--- config.mk ---
export PLATFORM = sky130hd
export DESIGN_NAME = mem_arbiter_flat
export DESIGN_NICKNAME = d
export VERILOG_FILES = /design/src/rtl/mem_arbiter_if.sv /design/src/rtl/mem_arbiter.sv /design/src/flat_wrapper.sv
export SDC_FILE = /design/constraint.sdc
export NUM_CORES = 1
export LEC_CHECK = 0
export ABC_AREA = 1
export BUFFER_PORTS_ARGS = -buffer_cell sky130_fd_sc_hd__buf_2
export CAP_MARGIN = 20
export CORE_MARGIN = 2
export CORE_UTILIZATION = 25
export CTS_BUF_LIST = sky130_fd_sc_hd__clkbuf_16
export CTS_CLUSTER_SIZE = 14
export DETAILED_ROUTE_END_ITERATION = 6
export PLACE_DENSITY = 0.55
export SLEW_MARGIN = 20
export SYNTH_ARGS = -nofsm -noshare
export SYNTH_HDL_FRONTEND = slang
export SYNTH_SLANG_ARGS = --single-unit
--- constraint.sdc ---
create_clock -name clk -period 6 [get_ports clk]
set_input_delay 1.2 -clock clk [delete_from_list [all_inputs] [get_ports clk]]
set_output_delay 1.2 -clock clk [all_outputs]
set_load 0.02 [all_outputs]
--- src/rtl/mem_arbiter_if.sv ---
// mem_arbiter_if: two client request/ack ports plus the byte-wide RAM bus of the memory arbiter
interface mem_arbiter_if #(
  parameter int ADDR_W = 32,
  parameter int DATA_W = 32
);
  logic              c0_re, c0_we, c1_re, c1_we;
  logic [ADDR_W-1:0] c0_raddr, c0_waddr, c1_raddr, c1_waddr;
  logic [1:0]        c0_rlen, c0_wlen, c1_rlen, c1_wlen;
  logic [DATA_W-1:0] c0_wdata, c1_wdata, c0_rdata, c1_rdata;
  logic              c0_rack, c0_wack, c1_rack, c1_wack;
  logic              ram_en, ram_we;
  logic [ADDR_W-1:0] ram_addr;
  logic [7:0]        ram_wdata, ram_rdata;
  modport slave (
    input  c0_re, c0_we, c0_raddr, c0_waddr, c0_rlen, c0_wlen, c0_wdata,
    input  c1_re, c1_we, c1_raddr, c1_waddr, c1_rlen, c1_wlen, c1_wdata,
    output c0_rdata, c0_rack, c0_wack, c1_rdata, c1_rack, c1_wack,
    output ram_en, ram_we, ram_addr, ram_wdata,
    input  ram_rdata
  );
  modport master (
    output c0_re, c0_we, c0_raddr, c0_waddr, c0_rlen, c0_wlen, c0_wdata,
    output c1_re, c1_we, c1_raddr, c1_waddr, c1_rlen, c1_wlen, c1_wdata,
    input  c0_rdata, c0_rack, c0_wack, c1_rdata, c1_rack, c1_wack,
    input  ram_en, ram_we, ram_addr, ram_wdata,
    output ram_rdata
  );
endinterface

--- src/rtl/mem_arbiter.sv ---
// mem_arbiter: round-robin arbiter serialising two clients' 4-phase requests into byte RAM accesses
module mem_arbiter #(
  parameter int ADDR_W = 32,
  parameter int DATA_W = 32
) (
  input logic          clk,
  input logic          rst,
  mem_arbiter_if.slave mem_io
);
  typedef enum logic [2:0] {IDLE, RD, RD_LAST, WR, ACK} state_t;
  state_t            state_q, state_d;
  logic [1:0]        cnt_q, cnt_d, len_q, len_d, prev_i;
  logic [1:0]        rack_q, rack_d, wack_q, wack_d, re, we, el_r, el_w, el;
  logic              port_q, port_d, dir_q, dir_d, last_q, last_d, gnt, fin;
  logic [ADDR_W-1:0] addr_q, addr_d;
  logic [DATA_W-1:0] wdata_q, wdata_d, rbuf_q, rbuf_d, rdat0_q, rdat0_d, rdat1_q, rdat1_d;
  logic [DATA_W-1:0] rbyte, rfin;
  assign re     = {mem_io.c1_re, mem_io.c0_re};
  assign we     = {mem_io.c1_we, mem_io.c0_we};
  assign el_r   = re & ~rack_q;
  assign el_w   = we & ~wack_q;
  assign el     = el_r | el_w;
  assign gnt    = &el ? ~last_q : el[1];
  assign prev_i = cnt_q - 2'd1;
  assign rbyte  = DATA_W'(mem_io.ram_rdata);
  assign rfin   = rbuf_q | (rbyte << {len_q, 3'b0});
  assign fin    = state_q == RD_LAST || (state_q == WR && cnt_q == len_q);
  // An ack is only raised if the request is still held; it then tracks the request level
  assign rack_d = (rack_q & re) | ({port_q, ~port_q} & {2{fin & ~dir_q}} & re);
  assign wack_d = (wack_q & we) | ({port_q, ~port_q} & {2{fin & dir_q}} & we);
  assign mem_io.ram_en    = state_q == RD || state_q == WR;
  assign mem_io.ram_we    = state_q == WR;
  assign mem_io.ram_addr  = addr_q + ADDR_W'(cnt_q);
  assign mem_io.ram_wdata = 8'(wdata_q >> {cnt_q, 3'b0});
  assign mem_io.c0_rdata  = rdat0_q;
  assign mem_io.c1_rdata  = rdat1_q;
  assign mem_io.c0_rack   = rack_q[0];
  assign mem_io.c1_rack   = rack_q[1];
  assign mem_io.c0_wack   = wack_q[0];
  assign mem_io.c1_wack   = wack_q[1];
  // Grant from IDLE (write beats read within a port), then walk the byte counter
  always_comb begin
    state_d = state_q;
    cnt_d   = cnt_q;
    len_d   = len_q;
    port_d  = port_q;
    dir_d   = dir_q;
    last_d  = last_q;
    addr_d  = addr_q;
    wdata_d = wdata_q;
    rbuf_d  = rbuf_q;
    rdat0_d = rdat0_q;
    rdat1_d = rdat1_q;
    case (state_q)
      IDLE: if (|el) begin
        state_d = el_w[gnt] ? WR : RD;
        port_d  = gnt;
        last_d  = gnt;
        dir_d   = el_w[gnt];
        cnt_d   = 2'd0;
        rbuf_d  = '0;
        addr_d  = el_w[gnt] ? (gnt ? mem_io.c1_waddr : mem_io.c0_waddr)
                            : (gnt ? mem_io.c1_raddr : mem_io.c0_raddr);
        len_d   = el_w[gnt] ? (gnt ? mem_io.c1_wlen : mem_io.c0_wlen)
                            : (gnt ? mem_io.c1_rlen : mem_io.c0_rlen);
        wdata_d = gnt ? mem_io.c1_wdata : mem_io.c0_wdata;
      end
      RD: begin
        cnt_d   = cnt_q + 2'd1;
        rbuf_d  = cnt_q != 2'd0 ? rbuf_q | (rbyte << {prev_i, 3'b0}) : rbuf_q;
        state_d = cnt_q == len_q ? RD_LAST : RD;
      end
      RD_LAST: begin
        state_d = ACK;
        rdat0_d = port_q ? rdat0_q : rfin;
        rdat1_d = port_q ? rfin : rdat1_q;
      end
      WR: begin
        cnt_d   = cnt_q + 2'd1;
        state_d = cnt_q == len_q ? ACK : WR;
      end
      default: state_d = IDLE;
    endcase
  end
  // State and working registers; reset aborts any access and points last_grant at port1
  always_ff @(posedge clk or posedge rst)
    if (rst) begin
      state_q <= IDLE;
      cnt_q   <= 2'd0;
      len_q   <= 2'd0;
      port_q  <= 1'b0;
      dir_q   <= 1'b0;
      last_q  <= 1'b1;
      addr_q  <= '0;
      wdata_q <= '0;
      rbuf_q  <= '0;
      rdat0_q <= '0;
      rdat1_q <= '0;
      rack_q  <= 2'b00;
      wack_q  <= 2'b00;
    end else begin
      state_q <= state_d;
      cnt_q   <= cnt_d;
      len_q   <= len_d;
      port_q  <= port_d;
      dir_q   <= dir_d;
      last_q  <= last_d;
      addr_q  <= addr_d;
      wdata_q <= wdata_d;
      rbuf_q  <= rbuf_d;
      rdat0_q <= rdat0_d;
      rdat1_q <= rdat1_d;
      rack_q  <= rack_d;
      wack_q  <= wack_d;
    end
endmodule
--- src/flat_wrapper.sv ---
// flat-port wrapper written by rule: the top's interface ports become plain ports
module mem_arbiter_flat 
#(
  parameter int ADDR_W = 32,
  parameter int DATA_W = 32
)
  (clk, rst, mem_io_c0_re, mem_io_c0_we, mem_io_c0_raddr, mem_io_c0_waddr, mem_io_c0_rlen, mem_io_c0_wlen, mem_io_c0_wdata, mem_io_c1_re, mem_io_c1_we, mem_io_c1_raddr, mem_io_c1_waddr, mem_io_c1_rlen, mem_io_c1_wlen, mem_io_c1_wdata, mem_io_c0_rdata, mem_io_c0_rack, mem_io_c0_wack, mem_io_c1_rdata, mem_io_c1_rack, mem_io_c1_wack, mem_io_ram_en, mem_io_ram_we, mem_io_ram_addr, mem_io_ram_wdata, mem_io_ram_rdata);
  mem_arbiter_if #(.ADDR_W(ADDR_W), .DATA_W(DATA_W)) mem_io_i ();
  input logic clk;
  input logic rst;
  input wire logic [$bits(mem_io_i.c0_re)-1:0] mem_io_c0_re;
  input wire logic [$bits(mem_io_i.c0_we)-1:0] mem_io_c0_we;
  input wire logic [$bits(mem_io_i.c0_raddr)-1:0] mem_io_c0_raddr;
  input wire logic [$bits(mem_io_i.c0_waddr)-1:0] mem_io_c0_waddr;
  input wire logic [$bits(mem_io_i.c0_rlen)-1:0] mem_io_c0_rlen;
  input wire logic [$bits(mem_io_i.c0_wlen)-1:0] mem_io_c0_wlen;
  input wire logic [$bits(mem_io_i.c0_wdata)-1:0] mem_io_c0_wdata;
  input wire logic [$bits(mem_io_i.c1_re)-1:0] mem_io_c1_re;
  input wire logic [$bits(mem_io_i.c1_we)-1:0] mem_io_c1_we;
  input wire logic [$bits(mem_io_i.c1_raddr)-1:0] mem_io_c1_raddr;
  input wire logic [$bits(mem_io_i.c1_waddr)-1:0] mem_io_c1_waddr;
  input wire logic [$bits(mem_io_i.c1_rlen)-1:0] mem_io_c1_rlen;
  input wire logic [$bits(mem_io_i.c1_wlen)-1:0] mem_io_c1_wlen;
  input wire logic [$bits(mem_io_i.c1_wdata)-1:0] mem_io_c1_wdata;
  output wire logic [$bits(mem_io_i.c0_rdata)-1:0] mem_io_c0_rdata;
  output wire logic [$bits(mem_io_i.c0_rack)-1:0] mem_io_c0_rack;
  output wire logic [$bits(mem_io_i.c0_wack)-1:0] mem_io_c0_wack;
  output wire logic [$bits(mem_io_i.c1_rdata)-1:0] mem_io_c1_rdata;
  output wire logic [$bits(mem_io_i.c1_rack)-1:0] mem_io_c1_rack;
  output wire logic [$bits(mem_io_i.c1_wack)-1:0] mem_io_c1_wack;
  output wire logic [$bits(mem_io_i.ram_en)-1:0] mem_io_ram_en;
  output wire logic [$bits(mem_io_i.ram_we)-1:0] mem_io_ram_we;
  output wire logic [$bits(mem_io_i.ram_addr)-1:0] mem_io_ram_addr;
  output wire logic [$bits(mem_io_i.ram_wdata)-1:0] mem_io_ram_wdata;
  input wire logic [$bits(mem_io_i.ram_rdata)-1:0] mem_io_ram_rdata;
  assign mem_io_i.c0_re = mem_io_c0_re;
  assign mem_io_i.c0_we = mem_io_c0_we;
  assign mem_io_i.c0_raddr = mem_io_c0_raddr;
  assign mem_io_i.c0_waddr = mem_io_c0_waddr;
  assign mem_io_i.c0_rlen = mem_io_c0_rlen;
  assign mem_io_i.c0_wlen = mem_io_c0_wlen;
  assign mem_io_i.c0_wdata = mem_io_c0_wdata;
  assign mem_io_i.c1_re = mem_io_c1_re;
  assign mem_io_i.c1_we = mem_io_c1_we;
  assign mem_io_i.c1_raddr = mem_io_c1_raddr;
  assign mem_io_i.c1_waddr = mem_io_c1_waddr;
  assign mem_io_i.c1_rlen = mem_io_c1_rlen;
  assign mem_io_i.c1_wlen = mem_io_c1_wlen;
  assign mem_io_i.c1_wdata = mem_io_c1_wdata;
  assign mem_io_c0_rdata = mem_io_i.c0_rdata;
  assign mem_io_c0_rack = mem_io_i.c0_rack;
  assign mem_io_c0_wack = mem_io_i.c0_wack;
  assign mem_io_c1_rdata = mem_io_i.c1_rdata;
  assign mem_io_c1_rack = mem_io_i.c1_rack;
  assign mem_io_c1_wack = mem_io_i.c1_wack;
  assign mem_io_ram_en = mem_io_i.ram_en;
  assign mem_io_ram_we = mem_io_i.ram_we;
  assign mem_io_ram_addr = mem_io_i.ram_addr;
  assign mem_io_ram_wdata = mem_io_i.ram_wdata;
  assign mem_io_i.ram_rdata = mem_io_ram_rdata;
  mem_arbiter #(.ADDR_W(ADDR_W), .DATA_W(DATA_W)) u_core (.clk(clk), .rst(rst), .mem_io(mem_io_i));
endmodule
==> results.sh <==
export IMPL_ys_types=38
export IMPL_r2r_end="u_core.rbuf_q[28]"
export IMPL_outcome="finished, final reports clean"
export IMPL_timing_rr_start="u_core.cnt_q[0]"
export IMPL_portBuffers=323
export IMPL_utilization_pct=31.9
export IMPL_slew_violations=0
export IMPL_synth_top_area_share_pct=43.0
export IMPL_overflow=0
export IMPL_clk_latency_ps=450
export IMPL_ys_async_sr_fraction_pct=100
export IMPL_ios=324
export IMPL_yosys_area_share_simple_pct=37.7
export IMPL_synth_main_ff_cell="dfrtp_1"
export IMPL_max_cap_viol_count=0
export IMPL_ant_nets=0
export IMPL_vias_per_cell=4.62
export IMPL_cp_arrival_ps=3510
export IMPL_crit_required_ps=4800
export IMPL_relSlewSlack_pct=38.9
export IMPL_synth_common_cells="nand2_1 (721), dfrtp_1 (173), nand3_1 (112)"
export IMPL_finClkSkew_ps=8.85
export IMPL_critPathMaxFanout=21
export IMPL_start_kind="flop"
export IMPL_finalPower_mw=6.72
export IMPL_htreeDepth=4
export IMPL_cts_clk_slew_worst_paths_ps=70
export IMPL_dpl_hpwl_um=27300
export IMPL_netlist_area_um2=10100
export IMPL_diodes=0
export IMPL_grt_max_degree=89
export IMPL_grt_pass1_vias=10100
export IMPL_syn_inst=1483
export IMPL_power_leakage_nw=6.87
export IMPL_place_area_um2=12100
export IMPL_hold_viol=0
export IMPL_synth_top_family_by_area="simple AND/OR/NAND/NOR gates"
export IMPL_core_area_um2=39700
export IMPL_min_from="u_core.mem_io.c1_rdata[31]"
export IMPL_num_rows=73
export IMPL_clk_path_buf_depth=2
export IMPL_drc=0
export IMPL_routed_wl_um=36800
export IMPL_power_density_nw_per_um2=530
export IMPL_synth_area_per_cell_um2=6.79
export IMPL_r2r_cells=8
export IMPL_finalSetupTns_ps=0
export IMPL_via_count=10600
export IMPL_setup_viol=0
export IMPL_worst_hold_path_type="reg -> reg"
export IMPL_nNetsFinal=1973
export IMPL_finish_instance_area_um2=12700
export IMPL_wire_per_inst_um=16.0
export IMPL_cts_root_buffer_cell="clkbuf_16"
export IMPL_dp_slack_ps=1710
export IMPL_period_needed_ps=4710
export IMPL_synth_warnings=0
export IMPL_syn_to_final_growth_pct=25.9
export IMPL_clock_fmax_mhz=212
export IMPL_worstSetupPathType="reg -> out"
export IMPL_cts_sinks=174
export IMPL_antenna_found_initial=0
export IMPL_drive_gt1_share_pct=22.3
export IMPL_synth_mux_area_share_pct=0
export IMPL_start_util_pct=25.3
export IMPL_post_cts_buffers=0
export IMPL_rsz0062_at_grt="no"
export IMPL_peakVddDrop_v=0.000261
export IMPL_synth_compound_area_share_pct=9.77
export IMPL_routabilityCongestion=0.858
export IMPL_cts_tree="built"
export IMPL_grt_pass1_wl_um=56700
export IMPL_endpoint_kind="primary output"
export IMPL_die_area_um2=41900
export IMPL_synth_adder_area_share_pct=0.572
export IMPL_holdPathEnd="u_core.mem_io.c1_rdata[31]"
export IMPL_synth_seq_cells=174
export IMPL_numCtsBuffers=17
export IMPL_yosysSeqAreaShare_pct=43.3
export IMPL_cts_resized=0
export IMPL_die_w_um=205
export IMPL_drtIter0Drc=702
export IMPL_dr_pass1_iters=5
export IMPL_worst_r2r_setup_slack_ps=2200
export IMPL_fp_dieH_um=205
export IMPL_yosysTopAreaCell="dfrtp_1"
export IMPL_syn_num_nets=1701
export IMPL_final_period_utilization_pct=78.5
export IMPL_cts_hold_buf=0
export IMPL_fin_ws_ps=1290
export IMPL_worst_pin_slew_ps=916
export IMPL_yosys_cell_count_top_type="nand2_1"
export IMPL_grt_usage_pct=17.5
export IMPL_holdPathStages=2
export IMPL_synth_area_top_cells="dfrtp_1 (43%), nand2_1 (27%), nand3_1 (5.6%), o21ai_0 (4.8%), nor2_1 (2.9%)"
export IMPL_synth_edf_count=0
export IMPL_synthXorXnorAreaFrac_pct=2.26
power breakdown:
group / switching (mW) / internal (mW)
Combinational: 2.37 / 1.06
Sequential: 0.499 / 1.67
Clock: 0.559 / 0.559
Total: 3.43 / 3.29
cell usage in the layout, fill, tap and decap left out, types with 5 or more instances in the layout:
master,netlist,final
xnor2_1,13,13
nor2_1,79,79
inv_8,0,5
buf_4,3,13
nand3_1,112,112
nand4_1,10,10
a31o_2,8,8
nor3_1,12,12
a31oi_1,8,8
buf_2,24,323
nand2_1,721,720
o22ai_1,8,8
inv_1,59,57
o21ai_0,97,97
xor2_1,13,13
clkbuf_16,0,17
o21ai_1,55,55
dfrtp_1,173,173
worst max path at each step:
stage	depth (start not counted)	to	slack, ps	from
4_1_cts	10	mem_io_ram_addr[18]	1190	u_core.cnt_q[0]
2_1_floorplan	1	u_core.addr_q[0]	80	rst
5_1_grt	10	mem_io_ram_addr[18]	1070	u_core.cnt_q[0]
3_5_place_dp	10	mem_io_ram_addr[18]	1710	u_core.cnt_q[0]
3_3_place_gp	10	mem_io_ram_addr[18]	1710	u_core.cnt_q[0]
6_report	10	mem_io_ram_addr[18]	1290	u_core.cnt_q[0]
through the flow:
step	hold WS [ps]	instances
after floorplan	453	1483
after global placement	450	2259
after detailed placement	454	2261
after CTS	474	2293
after global routing	488	2293
final	471	2293
layout make-up:
class / instances / area [um2]
clock buffers: 17 / 425
clock inverters: 15 / 164
fillers: 4401 / 27100
inverters: 62 / 238
multi-input cells: 1162 / 5080
flip-flops and latches: 174 / 4360
well taps: 525 / 657
repair buffers: 338 / 1750
logic make-up (layout without fill, tap and decap cells):
kind of cell             Yosys count  count (layout)
flip-flops                       174             174
XOR/XNOR                          26              26
adder cells (fa/ha/maj)            4               4
buffers and inverters            147             432
AND/OR/NAND/NOR                  950             950
AO/OA/AOI/OAI                    182             182
critical path: stages, from the launching register on:
cell     delay (ps)
dfrtp_1         880
ha_1            340
inv_1            80
fa_1            440
nor2_1          160
nand3_1         240
nor2_1          260
nand2_1         120
nor2_1          150
xor2_1          200
buf_2           190
metal layers:
layer | track usage, % | up-vias | part of all wire [%]
met1 | 24.5 | 4974 | 47
li1 | - | 5268 | -
met2 | 27.6 | 320 | 46
met5 | 0 | - | 0
met3 | 3.21 | 26 | 5.3
met4 | 5.02 | 0 | 1.6
state kept, by name (all words and copies together), names as in the netlist:
signal,count
u_core.addr_q,32
u_core.mem_io.c0_rdata,32
u_core.mem_io.c1_rdata,32
u_core.rbuf_q,32
u_core.wdata_q,32
u_core.state_q,3
u_core.cnt_q,2
u_core.len_q,2
u_core.rack_q,2
u_core.wack_q,2
u_core.dir_q,1
u_core.last_q,1
u_core.port_q,1
Power figures use the tool's default switching activity.
